<file path="src/rtl/red_pitaya_pwm_pkg.sv">
// Shared constants, the DAC word type and the duty helper for the PWM DAC channels.
package red_pitaya_pwm_pkg;

   localparam int PWM_FULL_DEF = 156;
   localparam int PWM_CW_DEF   = 8;

   localparam int CFG_DUTY_MSB = 23;
   localparam int CFG_DUTY_LSB = 16;
   localparam int CFG_DITH_W   = 16;
   localparam int FRAME_LEN    = 16;

   localparam int CFG_W  = CFG_DUTY_MSB + 1;
   localparam int DUTY_W = CFG_DUTY_MSB - CFG_DUTY_LSB + 2;
   localparam int BCNT_W = $clog2(FRAME_LEN);

   typedef logic [CFG_W-1:0] pwm_cfg_t;

   // Coarse duty plus the dither bit selected by the period index, 9 bits so it never overflows.
   function automatic logic [DUTY_W-1:0] pwm_duty(input pwm_cfg_t w, input logic [BCNT_W-1:0] k);
      logic [CFG_DITH_W-1:0] dith;
      dith = w[CFG_DITH_W-1:0];
      return {1'b0, w[CFG_DUTY_MSB:CFG_DUTY_LSB]} + {{(DUTY_W-1){1'b0}}, dith[k]};
   endfunction

endpackage

</file>
<file path="src/rtl/red_pitaya_pwm_dac.sv">
// Single-channel dithered PWM DAC: a 24-bit word latched once per 16-period frame.
// Optional macro PWM_DAC_SYNC_EN adds sync_i to restart the period/frame for phase alignment.
module red_pitaya_pwm_dac
   import red_pitaya_pwm_pkg::*;
#(
   parameter int FULL = PWM_FULL_DEF,
   parameter int CW   = PWM_CW_DEF
)(
   input  logic             clk_i,
   input  logic             rstn_i,
   input  logic [CFG_W-1:0] cfg_i,
`ifdef PWM_DAC_SYNC_EN
   input  logic             sync_i,
`endif
   output logic             pwm_o,
   output logic             frame_o
);

   localparam logic [CW-1:0]     VCNT_LAST = CW'(FULL - 1);
   localparam logic [BCNT_W-1:0] BCNT_LAST = BCNT_W'(FRAME_LEN - 1);
   localparam int                DW        = (CW + 1 > DUTY_W) ? CW + 1 : DUTY_W;

   logic [CW-1:0]     vcnt_r;
   logic [CW-1:0]     vcnt_nxt_s;
   logic [BCNT_W-1:0] bcnt_r;
   logic [BCNT_W-1:0] bcnt_nxt_s;
   pwm_cfg_t          b_r;
   pwm_cfg_t          b_nxt_s;
   logic [DUTY_W-1:0] duty_s;
   logic              pwm_nxt_s;
   logic              frame_nxt_s;
   logic              sync_s;

`ifdef PWM_DAC_SYNC_EN
   assign sync_s = sync_i;
`else
   assign sync_s = 1'b0;
`endif

   // Next-state: sync restart outranks counter wrap; the word is only taken at a frame boundary.
   always_comb begin
      duty_s      = pwm_duty(b_r, bcnt_r);
      vcnt_nxt_s  = vcnt_r;
      bcnt_nxt_s  = bcnt_r;
      b_nxt_s     = b_r;
      pwm_nxt_s   = 1'b0;
      frame_nxt_s = 1'b0;
      if (sync_s) begin
         vcnt_nxt_s  = VCNT_LAST;
         bcnt_nxt_s  = BCNT_LAST;
         b_nxt_s     = b_r;
         pwm_nxt_s   = 1'b0;
         frame_nxt_s = 1'b0;
      end else begin
         // The compare uses the pre-edge word, so the old word still drives the latching edge.
         pwm_nxt_s = (DW'(vcnt_r) < DW'(duty_s));
         if (vcnt_r == VCNT_LAST) begin
            vcnt_nxt_s = {CW{1'b0}};
            bcnt_nxt_s = bcnt_r + BCNT_W'(1'b1);
            if (bcnt_r == BCNT_LAST) begin
               b_nxt_s     = cfg_i;
               frame_nxt_s = 1'b1;
            end else begin
               b_nxt_s     = b_r;
               frame_nxt_s = 1'b0;
            end
         end else begin
            vcnt_nxt_s  = vcnt_r + CW'(1'b1);
            bcnt_nxt_s  = bcnt_r;
            frame_nxt_s = 1'b0;
         end
      end
   end

   // State and output registers; reset parks the counters so the first edge is a frame boundary.
   always_ff @(posedge clk_i or negedge rstn_i) begin
      if (!rstn_i) begin
         vcnt_r  <= VCNT_LAST;
         bcnt_r  <= BCNT_LAST;
         b_r     <= {CFG_W{1'b0}};
         pwm_o   <= 1'b0;
         frame_o <= 1'b0;
      end else begin
         vcnt_r  <= vcnt_nxt_s;
         bcnt_r  <= bcnt_nxt_s;
         b_r     <= b_nxt_s;
         pwm_o   <= pwm_nxt_s;
         frame_o <= frame_nxt_s;
      end
   end

endmodule

</file>
<file path="config.mk">
export PLATFORM = sky130hd
export DESIGN_NAME = red_pitaya_pwm_dac
export DESIGN_NICKNAME = d
export VERILOG_FILES = /design/src/rtl/red_pitaya_pwm_pkg.sv /design/src/rtl/red_pitaya_pwm_dac.sv
export SDC_FILE = /design/constraint.sdc
export NUM_CORES = 1
export LEC_CHECK = 0
export CORE_ASPECT_RATIO = 1.4
export CORE_MARGIN = 3
export CORE_UTILIZATION = 58
export CTS_CLUSTER_SIZE = 40
export DETAILED_ROUTE_END_ITERATION = 10
export MAX_ROUTING_LAYER = met4
export PLACE_DENSITY = 0.95
export REMOVE_ABC_BUFFERS = 1
export SYNTH_ARGS = -nofsm -noshare
export SYNTH_HDL_FRONTEND = slang
export SYNTH_SLANG_ARGS = --single-unit
</file>
<file path="constraint.sdc">
create_clock -name clk_i -period 5.1 [get_ports clk_i]
set_input_delay 1.275 -clock clk_i [delete_from_list [all_inputs] [get_ports clk_i]]
set_output_delay 1.275 -clock clk_i [all_outputs]
set_load 0.01 [all_outputs]
</file>
* Yosys cells after proc, flatten, opt, wreduce, memory -nomap -nowiden
Cells that the tools add are included.
Storage, ports and cells: bits in registers 38, input port bits 26
Operators by class: add/subtract/negate cells 3, $lt $le $gt $ge 2, equal/unequal tests 2, mux-type cells 5, reductions and logical operators 1
Operator list (number):
- $add A8 B1 Y9 | 1
- $lt A8 B9 Y1 | 1
- $add A8 B1 Y8 const B | 1
- $eq A8 B8 Y1 const B | 1
- $mux W8 | 1
- $lt A4 B5 Y1 const B | 1
- $add A4 B1 Y4 const B | 1
- $bmux W1 S4 | 1
- $eq A4 B4 Y1 const B | 1
- $mux W1 | 3
- $reduce_and A2 Y1 | 1

* Depth between registers and ports, before layout
depth after elaboration 4, mapped depth 15

* Least setup slack after synthesis
No wires, ideal clock.
path kind reg-to-reg, start reg bcnt_r[0], end reg pwm_o, data arrival time 3.360 ns, data required time 5.017 ns, slack 1.657 ns, cell stages (with the launch flop) 16, period minus slack after synthesis 3.443 ns, cells stage by stage dfstp_2 -> clkbuf_1 -> mux4_2 -> nor2b_1 -> a211oi_1 -> a21oi_1 -> ha_1 -> ha_1 -> nand3_1 -> nor2_1 -> xnor2_1 -> ha_1 -> a21o_1 -> a211oi_1 -> o21ai_0 -> o21ai_0
Between the ends: cells in the longest elaborated chain, start to end 4
RTL lines:
- start: declaration | RTL line red_pitaya_pwm_dac.sv:25 | logic [BCNT_W-1:0] bcnt_r;
- start signal: assignment | RTL line red_pitaya_pwm_dac.sv:85 | bcnt_r <= bcnt_nxt_s;
- $bmux W1 S4 | RTL line red_pitaya_pwm_pkg.sv:22 | return {1'b0, w[CFG_DUTY_MSB:CFG_DUTY_LSB]} + {{(DUTY_W-1){1'b0}}, dith[k]};
- $mux W1 (not written as such) | RTL line red_pitaya_pwm_pkg.sv:22
- $add A8 B1 Y9 | RTL line red_pitaya_pwm_pkg.sv:22
- $lt A8 B9 Y1 | RTL line red_pitaya_pwm_dac.sv:56 | pwm_nxt_s = (DW'(vcnt_r) < DW'(duty_s));
- named net pwm_nxt_s | RTL line red_pitaya_pwm_dac.sv:30 | logic pwm_nxt_s;
- end signal: assignment | RTL line red_pitaya_pwm_dac.sv:87 | pwm_o <= pwm_nxt_s;
- end: declaration | RTL line red_pitaya_pwm_dac.sv:15 | output logic pwm_o,
The timed path passes the listed nets, and every way through them passes these cells. The select of a mux whose other input is x is not followed. A chain may end at the register's enable or synchronous reset.

* Final worst setup path
Same ends and word-level chain as after synthesis.

==> out/metrics.yaml <==
drt:
  top_layer_used: "met4"
  wl_met3_um: 180
  routed_wl_um: 4050
  wl_per_cell_um: 18.6
  drt-met1-wl_um: 1410
  drc_errors: 0
  vias: 1306
  drtPass1Iterations: 4
  drt_iter0_drc: 48
  via_per_inst: 5.99
  ant_nets: 0
  dr_wl_met2_um: 2280
grt:
  grt_max_degree: 39
  antenna_found_initial: 0
  grt_use_total: 0.215
  first_global_vias: 1483
  grt_pass1_wl_um: 6840
  grt-ovfl-total: 0
hold_path:
  hold_class: "reg2reg"
  hold_depth: 1
  hold_start: "b_r[7]"
  hold_end: "b_r[7]"
power:
  clock_power_share: 0.396
  intPower_mw: 0.428
  comb_power_share: 0.048
  power.density_mw_per_mm2: 225
  power_switching_mw: 0.114
  p_leak_nw: 1.04
  irDropWorstVdd_uv: 249
  p_sw_frac: 0.210
  seq_power_share: 0.556
critical_path:
  r2r_setup_slack_ns: 1.45
  cpMaxStageDelayCell: "dfstp_2"
  start_kind: "flop"
  cp_cell_sequence: "mux4_2, nor2b_1, a211oi_1, a21oi_1, ha_1, ha_1, nand3_1, nor2_1, xnor2_1, ha_1, a21o_1, a211oi_1, o21ai_0, o21ai_0"
  worstPathArrival_ns: 3.87
  critPathMaxFanout: 7
  criticalPathCategory: "reg2reg"
  r2r_start: "bcnt_r[0]"
  worst_setup_path_end_kind: "flop"
  timing.rr.end: "pwm_o"
  required_ns: 5.31
  max_stage_delay_ns: 0.65
  rr_worst_depth: 14
  crit_top_cell: "ha_1"
  startpoint: "bcnt_r[0]"
outcome:
  outcome: "finished, final reports clean"
sta:
  setup_tns_ns: 0
  max_slew_margin: 0.535
  fin_skew_ns: 0.00763
  worst_pin_slew_ns: 0.697
  rsz0062_at_grt: "no"
  final.min_clock_period_ns: 3.65
  fin_crit_sh: 0.716
  whs_ns: 0.523
  finalHoldViolCount: 0
  setup_viol: 0
  drv_slew: 0
  timing.fmax_ghz: 0.274
yosys:
  yosysSeqAreaShare: 0.471
  synth_seq_cells: 38
  netlist_area_mm2: 0.00204
  synth-edff-count: 0
  post_synth.cell_area_avg_um2: 13.9
  synth_compound_area_frac: 0.0496
  synth-simple-area-share: 0.0943
  synthAdderAreaFrac: 0.0735
  synth_flop_cell: "dfrtp_1"
  yosysTopAreaCell: "dfrtp_1"
  synth_top_family_by_area: "multiplexers"
  yosysTopAreaCellShare: 0.355
  async_reset_ff_frac: 1.00
  synth_commonest_cells: "dfrtp_1, mux2_4, ha_1, nor2_1"
  netlist_instances: 147
  synth-xor-area-share: 0.0557
  yosysWarningCount: 0
  yosysMostFrequentCell: "dfrtp_1"
  synthMuxAreaShare: 0.222
  yosysUniqueCellTypes: 33
  synth.area.top_cells: "dfrtp_1, mux2_4, dfstp_2"
layout:
  num_antenna_cells: 0
  area_growth_pct: 17.9
  fin_area_mm2: 0.00241
  nets: 216
  layout-drive-gt1-share: 0.285
clock_network:
  clock_path_buffers: 2
  cts_max_level: 2
  cts_tree: "yes"
  clkLatencyLatePin_ns: 0.30
  cts_setup_buffers: 0
  cts.sinks: 38
  cts.repair.resized: 0
  postCtsHoldBufs: 0
  cts_root_buffer: "clkbuf_8"
  path_clk_slew_ns: 0.07
  cts_buffers: 5
place:
  place_area_mm2: 0.00232
  gp_congestion: 0.859
  io_buffers: 27
  hpwlAfterDp_um: 3010
floorplan:
  rows: 24
  coreArea_mm2: 0.00324
  dieWidth_um: 56.2
  ios: 28
  start_util: 0.630
  die_h_um: 76.2
  fp.dieArea_mm2: 0.00428
flow_run:
  maxCapViolations: 0
[logic make-up (layout without fill, tap and decap cells)]
kind of cell	Yosys count	count (layout)
AND/OR/NAND/NOR	31	31
multiplexers	30	30
XOR/XNOR	13	13
adder cells (fa/ha/maj)	12	12
flip-flops	38	38
AO/OA/AOI/OAI	15	15
buffers and inverters	8	40
[how the worst max path moves through the flow]
stage / endpoint / cells past startpoint
finish: pwm_o / 14
detailed placement: pwm_o / 14
floorplan: pwm_o / 14
CTS: pwm_o / 14
global placement: pwm_o / 14
global route: pwm_o / 14
[cell usage in the layout, fill, tap and decap left out, types with 2 or more instances in the layout]
master	n
dfstp_2	9
dfrtp_1	29
xnor2_1	9
mux4_2	4
a211oi_1	3
clkbuf_8	6
nand2_1	3
xor2_1	4
nand4_1	2
o21ai_0	4
buf_4	2
ha_1	12
mux2_4	19
a21oi_1	2
nand3_1	5
and4_1	2
a21o_1	2
clkdlybuf4s50_1	27
nor2_1	12
mux2_2	6
inv_1	3
[worst max-delay path: cells and delay by family (launching register included)]
kind	cells	cell delay (ns)
xor gates and xnor gates	1	0.13
DFF	1	0.65
and+or+nand+nor	3	0.38
muxes	1	0.51
adders and majority gates	3	0.73
AOI/OAI and AO/OA	6	1.18
[power by group through the flow]
stage / combinational (mW) / sequential (mW) / clock (mW)
after floorplan: 0.000384 / 0.307 / 0
after global placement: 0.0250 / 0.307 / 0
after detailed placement: 0.0264 / 0.307 / 0
after CTS: 0.0265 / 0.302 / 0.219
after global routing: 0.0284 / 0.301 / 0.233
final: 0.0260 / 0.302 / 0.214
[per-stage QoR]
stage                     power [mW]  utilization  instances  setup WS, ns
after floorplan                0.308            -        142          1.90
after global placement         0.332        0.715        210          1.80
after detailed placement       0.333        0.715        210          1.56
after CTS                      0.547        0.743        218          1.46
after global routing           0.563        0.743        218          1.22
final                          0.542        0.743        218          1.45
[area by class of cell]
class	count	area (um2)
Multi-Input combinational cell	101	1010
Sequential cell	38	962
Fill cell	202	833
Timing Repair Buffer	29	285
Clock buffer	7	86.3
Tap cell	39	48.8
Inverter	3	11.3
Clock inverter	1	5.00
[sequential cells by signal, indices dropped and copies added, names as in the netlist]
signal	count
b_r	24
vcnt_r	8
bcnt_r	4
frame_o	1
pwm_o	1
[routing by layer]
metal  up-vias  global-route usage
met3        21              0.0542
li1        590                   -
met5         -                   -
met4         0               0.112
met1       649               0.215
met2        46               0.376
Power figures use the tool's default switching activity.
